### config.mk
export PLATFORM = sky130hd
export DESIGN_NAME = memory_stage
export DESIGN_NICKNAME = d
export VERILOG_FILES = /design/src/rtl/common_types_pkg.sv /design/src/rtl/store_align.sv /design/src/rtl/memory_stage.sv
export SDC_FILE = /design/constraint.sdc
export NUM_CORES = 1
export LEC_CHECK = 0
export BUFFER_PORTS_ARGS = -buffer_cell sky130_fd_sc_hd__buf_2
export CAP_MARGIN = 30
export CORE_AREA = 2 2 127 129
export DETAILED_ROUTE_END_ITERATION = 6
export DIE_AREA = 0 0 129 131
export SLEW_MARGIN = 40
export SYNTH_ARGS = -nofsm -noshare
export SYNTH_HDL_FRONTEND = slang
export SYNTH_SLANG_ARGS = --single-unit
### constraint.sdc
create_clock -name clk -period 3.1 [get_ports clk]
set_input_delay 0.155 -clock clk [delete_from_list [all_inputs] [get_ports clk]]
set_output_delay 0.155 -clock clk [all_outputs]
set_load 0.05 [all_outputs]
### src/rtl/common_types_pkg.sv
// Shared types for the memory stage: FSM states, PC-control and writeback-source
// encodings, and the store-size codes carried on ex_dwrite.
package common_types_pkg;

  typedef enum logic {IDLE, BUSY} mem_state_t;

  typedef enum logic [1:0] {
    PC_INC    = 2'd0,
    PC_BRANCH = 2'd1,
    PC_JAL    = 2'd2,
    PC_JALR   = 2'd3
  } pc_ctrl_t;

  typedef enum logic [1:0] {
    WR_ALU  = 2'd0,
    WR_MEM  = 2'd1,
    WR_PC4  = 2'd2,
    WR_ZERO = 2'd3
  } wr_src_t;

  localparam logic [1:0] SZ_NONE = 2'd0;
  localparam logic [1:0] SZ_BYTE = 2'd1;
  localparam logic [1:0] SZ_HALF = 2'd2;
  localparam logic [1:0] SZ_WORD = 2'd3;

endpackage

### src/rtl/store_align.sv
// Byte-lane strobe and replicated write-data formation for data-memory stores.
module store_align
  import common_types_pkg::*;
(
  input  logic [1:0]  size,
  input  logic [1:0]  addr_lo,
  input  logic [31:0] data,
  output logic [3:0]  strb,
  output logic [31:0] wdata
);

  always_comb begin
    strb  = 4'b0000;
    wdata = data;
    case (size)
      SZ_BYTE: begin
        strb  = 4'b0001 << addr_lo;
        wdata = {4{data[7:0]}};
      end
      SZ_HALF: begin
        strb  = addr_lo[1] ? 4'b1100 : 4'b0011;
        wdata = {2{data[15:0]}};
      end
      SZ_WORD: strb = 4'b1111;
      default: ;
    endcase
  end

endmodule

### src/rtl/memory_stage.sv
// Memory pipeline stage: dmem handshake FSM with timeout, branch/jump redirect, MEM/WB drive.
// Optional misaligned-access trap is built when MEM_MISALIGN_TRAP_EN is defined.
//
//  state | meaning
//  IDLE  | no transaction outstanding; a new access requests combinationally
//  BUSY  | request outstanding, waiting on dmem_ready or timeout
module memory_stage
  import common_types_pkg::*;
#(
  parameter int          TIMEOUT_CYCLES = 256,
  parameter logic [31:0] RESET_PC       = 32'h0
) (
  input  logic        clk,
  input  logic        rst,
  input  logic        ex_valid,
  input  logic [31:0] ex_pc,
  input  logic        ex_halt,
  input  logic [4:0]  ex_rd,
  input  logic        ex_dread,
  input  logic [1:0]  ex_dwrite,
  input  logic [1:0]  ex_reg_wr_src,
  input  logic        ex_branch_pol,
  input  logic [1:0]  ex_pc_ctrl,
  input  logic [31:0] ex_rdat2,
  input  logic [31:0] ex_alu_out,
  input  logic        ex_alu_zero,
  input  logic [31:0] ex_pc_plus_imm,
  output logic        dmem_req,
  output logic        dmem_we,
  output logic [3:0]  dmem_strb,
  output logic [31:0] dmem_addr,
  output logic [31:0] dmem_wdata,
  input  logic [31:0] dmem_rdata,
  input  logic        dmem_ready,
  output logic        mem_stall,
  output logic        redirect,
  output logic [31:0] redirect_pc,
  output logic        wb_valid,
  output logic        wb_halt,
  output logic [4:0]  wb_rd,
  output logic [1:0]  wb_reg_wr_src,
  output logic [31:0] wb_data,
  output logic        bus_err
);

  localparam int CNT_W = $clog2(TIMEOUT_CYCLES + 1);

  mem_state_t       state, state_nxt;
  logic [CNT_W-1:0] cnt, cnt_nxt;
  logic             bus_err_q;
  logic             halted;
  logic             is_store, mem_access, misalign, issue, timeout, req;
  logic [1:0]       size;
  logic [3:0]       strb;
  logic [31:0]      wdata;
  logic             take;
  logic [31:0]      target;

  assign is_store   = (ex_dwrite != SZ_NONE);
  assign size       = is_store ? ex_dwrite : SZ_WORD;
  assign mem_access = ~rst & ex_valid & (ex_dread | is_store) & ~halted;

`ifdef MEM_MISALIGN_TRAP_EN
  assign misalign = mem_access &
                    (((size == SZ_HALF) & ex_alu_out[0]) |
                     ((size == SZ_WORD) & (ex_alu_out[1:0] != 2'b00)));
`else
  assign misalign = 1'b0;
`endif

  assign issue   = mem_access & ~misalign;
  assign timeout = (state == BUSY) & (cnt == CNT_W'(TIMEOUT_CYCLES));
  // Request is live from the first cycle of an access, so zero-wait completes without a bubble.
  assign req     = ~rst & ((state == IDLE) ? issue : ~timeout);

  assign mem_stall = req & ~dmem_ready;

  always_comb begin
    state_nxt = state;
    cnt_nxt   = cnt;
    case (state)
      IDLE: begin
        if (issue & ~dmem_ready) begin
          state_nxt = BUSY;
          cnt_nxt   = '0;
        end
      end
      BUSY: begin
        if (dmem_ready | timeout) begin
          state_nxt = IDLE;
          cnt_nxt   = '0;
        end else begin
          cnt_nxt = cnt + 1'b1;
        end
      end
      default: state_nxt = IDLE;
    endcase
  end

  always_ff @(posedge clk) begin
    if (rst) begin
      state     <= IDLE;
      cnt       <= '0;
      bus_err_q <= 1'b0;
      halted    <= 1'b0;
    end else begin
      state <= state_nxt;
      cnt   <= cnt_nxt;
      if (timeout | misalign) bus_err_q <= 1'b1;
      if (wb_halt) halted <= 1'b1;
    end
  end

  store_align u_store_align (
    .size    (size),
    .addr_lo (ex_alu_out[1:0]),
    .data    (ex_rdat2),
    .strb    (strb),
    .wdata   (wdata)
  );

  assign dmem_req   = req;
  assign dmem_we    = req & is_store;
  assign dmem_strb  = dmem_we ? strb : 4'b0000;
  assign dmem_addr  = req ? {ex_alu_out[31:2], 2'b00} : 32'h0;
  assign dmem_wdata = dmem_we ? wdata : 32'h0;

  always_comb begin
    take   = 1'b0;
    target = ex_pc_plus_imm;
    case (pc_ctrl_t'(ex_pc_ctrl))
      PC_BRANCH: take = ex_alu_zero ^ ex_branch_pol;
      PC_JAL:    take = 1'b1;
      PC_JALR: begin
        take   = 1'b1;
        target = {ex_alu_out[31:1], 1'b0};
      end
      default: ;
    endcase
  end

  assign redirect    = ~rst & ex_valid & ~mem_stall & take;
  assign redirect_pc = redirect ? target : RESET_PC;

  assign wb_valid      = ~rst & ex_valid & ~mem_stall;
  assign wb_halt       = wb_valid & ex_halt;
  // A trapped misaligned access still retires, but must not write a register.
  assign wb_rd         = (wb_valid & ~misalign) ? ex_rd : 5'd0;
  assign wb_reg_wr_src = wb_valid ? ex_reg_wr_src : 2'd0;

  always_comb begin
    wb_data = 32'h0;
    if (wb_valid) begin
      case (wr_src_t'(ex_reg_wr_src))
        WR_ALU:  wb_data = ex_alu_out;
        WR_MEM:  wb_data = dmem_rdata;
        WR_PC4:  wb_data = ex_pc + 32'd4;
        default: wb_data = 32'h0;
      endcase
    end
  end

  assign bus_err = bus_err_q;

endmodule

==> qor.yml <==
run_status:
  status: "finished, final reports clean"
global_routing:
  grt_pass1_wl_um: 26200
  grt_max_degree: 32
  antenna_found_initial: 0
  grt_overflow: 0
  grt_pass1_vias: 4826
  grt.total_usage: 0.203
cells_and_area:
  multi_input_area_um2: 2990
  drive_above_1_share: 0.410
  regArea_um2: 240
  n_fill_cell: 1800
  n_antenna_cell: 0
  final_area_um2: 5390
  final_nets: 1067
  area_growth_pct: 55.0
critical_path:
  criticalPathCategory: "reg -> out"
  cp-start-kind: "register"
  worstPathRequired_ns: 2.94
  reg2regPathDepth: 7
  reg2reg_from: "cnt[0]$_SDFFE_PP0P_"
  reg2reg_slack_ns: 1.02
  reg2reg_to: "cnt[3]$_SDFFE_PP0P_"
  endpoint_kind: "primary output"
  worst_ep_arrival_time_ns: 2.54
  cp_max_fo: 13
  crit_end: "redirect_pc[28]"
  crit_start: "cnt[5]$_SDFFE_PP0P_"
drt:
  vias_per_cell: 5.00
  drt_pass1_iterations: 5
  avgRoutedWirePerCell_um: 17.5
  ant_nets: 0
  postRouteWirelength_um: 19100
  vias: 5480
  drc: 0
  drt-initial-drc-count: 303
clock_tree:
  clk_pin_slew_ns: 0.04
  root_buffer: "clkbuf_16"
  cts_buffers: 3
  clkLatencyLatePin_ns: 0.24
  clkSinkCount: 12
  cts.repair.resized: 0
  clock_path_buffers: 2
  cts_tree: "done"
  post_cts_buffers: 0
  cts_htree_levels: 1
  cts_hold_buf: 0
synth:
  yosys_warnings: 0
  synth_area_um2: 3480
  synth-main-ff-cell: "dfxtp_1"
  synthArstFlopShare: 0
  synth_top_area_cell: "a21oi_1"
  yosysSeqAreaShare: 0.0690
  syn_avg_cell_area_um2: 5.93
  ys_top_cells_by_count: "nand2_1 (84), a21oi_1 (78), nor2_1 (66)"
  ys_seq_elements: 12
  synth_most_common_cell: "nand2_1"
  synth_edf_count: 0
  yosysUniqueCellTypes: 52
  synthTopCellsByArea: "a21oi_1 (11%), nand2_1 (9.1%), and2_1 (8.8%)"
  synth_top_area_frac: 0.112
  postSynthCellCount: 587
pwr:
  powerDensity_nw_per_um2: 244
  leakage_nw: 2.83
  ir_worst_vdd_mv: 0.138
timing:
  final.setup_skew_ns: 0.00226
  max_freq_mhz: 371
  fin_crit_ns: 2.69
  fin_setup_tns_ns: 0
  fin_crit_sh: 0.869
  tightest_slew_ns: 0.756
  drv_slew: 0
  slew_headroom: 0.496
  setup-violations-final: 0
  hold_viol: 0
  rsz0062_at_grt: "false"
placement:
  dp_hpwl_um: 15900
  numPortBuffers: 322
  gp_congestion: 0.916
  dpl_cell_area_um2: 5300
floorplan:
  initial_utilization: 0.223
  dieArea_um2: 16900
  die_w_um: 129
  rows: 46
  coreArea_um2: 15600
  dieHeight_um: 131
  ioPinCount: 325
job:
  max_cap_violations: 0
hold_path:
  hp-class: "in -> reg"
[critical path, cell delays in order, from the launching register on]
cell and delay, ns:
dfxtp_1 0.34, nor4_1 0.36, and4_1 0.42, o311ai_4 0.15, or2_1 0.26, buf_4 0.20
a21oi_1 0.25, buf_2 0.32
[flip-flops by register name, indices dropped and copies added, names as in the netlist]
register	cells
bus_err	1
cnt	9
halted	1
state	1
[report_power, final]
| group | internal, W | switching, W |
|---|---|---|
| Clock | 0.000195 | 0.0000698 |
| Sequential | 0.000157 | 0.00000179 |
| Combinational | 0.000268 | 0.000624 |
| Total | 0.000620 | 0.000696 |
[metal layers]
layer  routed length (um)  share of wire  GRT usage
met5                    0              0          0
met4                  753          0.039     0.0825
met3                 1280          0.067     0.0212
met2                 9630           0.50      0.381
met1                 7470           0.39      0.234
[stage by stage]
| step | setup slack [ns] | hold WS [ns] | power, W | utilization | std cells |
|---|---|---|---|---|---|
| after floorplan | 0.130 | 0.233 | 0.000728 | - | 588 |
| after global placement | 0.472 | 0.409 | 0.00105 | 0.340 | 1091 |
| after detailed placement | 0.448 | 0.414 | 0.00105 | 0.340 | 1091 |
| after CTS | 0.176 | 0.161 | 0.00132 | 0.345 | 1095 |
| after global routing | 0.233 | 0.165 | 0.00140 | 0.346 | 1096 |
| final | 0.406 | 0.155 | 0.00132 | 0.346 | 1096 |
[final cells by class]
type	count	share of cell area
Clock buffer	4	0.0165
Timing Repair Buffer	338	0.324
Sequential cell	12	0.0445
Multi-Input combinational cell	511	0.555
Tap cell	216	0.0501
Inverter	15	0.0104
[cells in the final DEF, fill, tap and decap left out, types with 2 or more instances in the layout]
cell       count
a21boi_0       2
buf_2        321
nor3_1        11
nand3_1       17
or3_1          5
a311oi_1       4
o21ai_0       11
a311o_1        2
xnor2_1        3
nand3b_1       2
clkbuf_16      3
xor2_1        11
nor4_1        13
or2_2         13
buf_4         16
or4_1          4
nor3b_1        2
o211ai_1       2
and2_1        49
ha_1           7
dfxtp_1       12
nand2_1       84
a22oi_1       21
a31oi_1        7
a211oi_1      11
a21oi_1       78
nand4_1        7
and3_1         6
inv_1         14
o31a_1         5
nand2b_1       8
nor2b_1       11
o21ai_1        7
nor2_1        66
o21a_1         4
conb_1         2
mux2i_1       23
[worst min-delay path by stage]
stage	from	slack (ns)	depth (start not counted)	to
after CTS	ex_halt	0.16	2	halted$_SDFFE_PP0P_
after global placement	ex_halt	0.41	2	halted$_SDFFE_PP0P_
final	ex_halt	0.15	2	halted$_SDFFE_PP0P_
after floorplan	dmem_ready	0.23	1	state$_SDFF_PP0_
after detailed placement	ex_halt	0.41	2	halted$_SDFFE_PP0P_
after global routing	ex_halt	0.17	2	halted$_SDFFE_PP0P_
[kinds of logic (layout without fill, tap and decap cells)]
family	count (synthesis)	after routing	synth area share
AND/OR/NAND/NOR	305	305	0.444
XOR/XNOR	14	14	0.0352
multiplexers	23	23	0.0662
buffers and inverters	65	357	0.0769
other	1	2	0.00108
AO/OA/AOI/OAI	160	160	0.283
adder cells (fa/ha/maj)	7	7	0.0252
flip-flops	12	12	0.0690
Note: power is estimated with default switching activity, not from simulation.
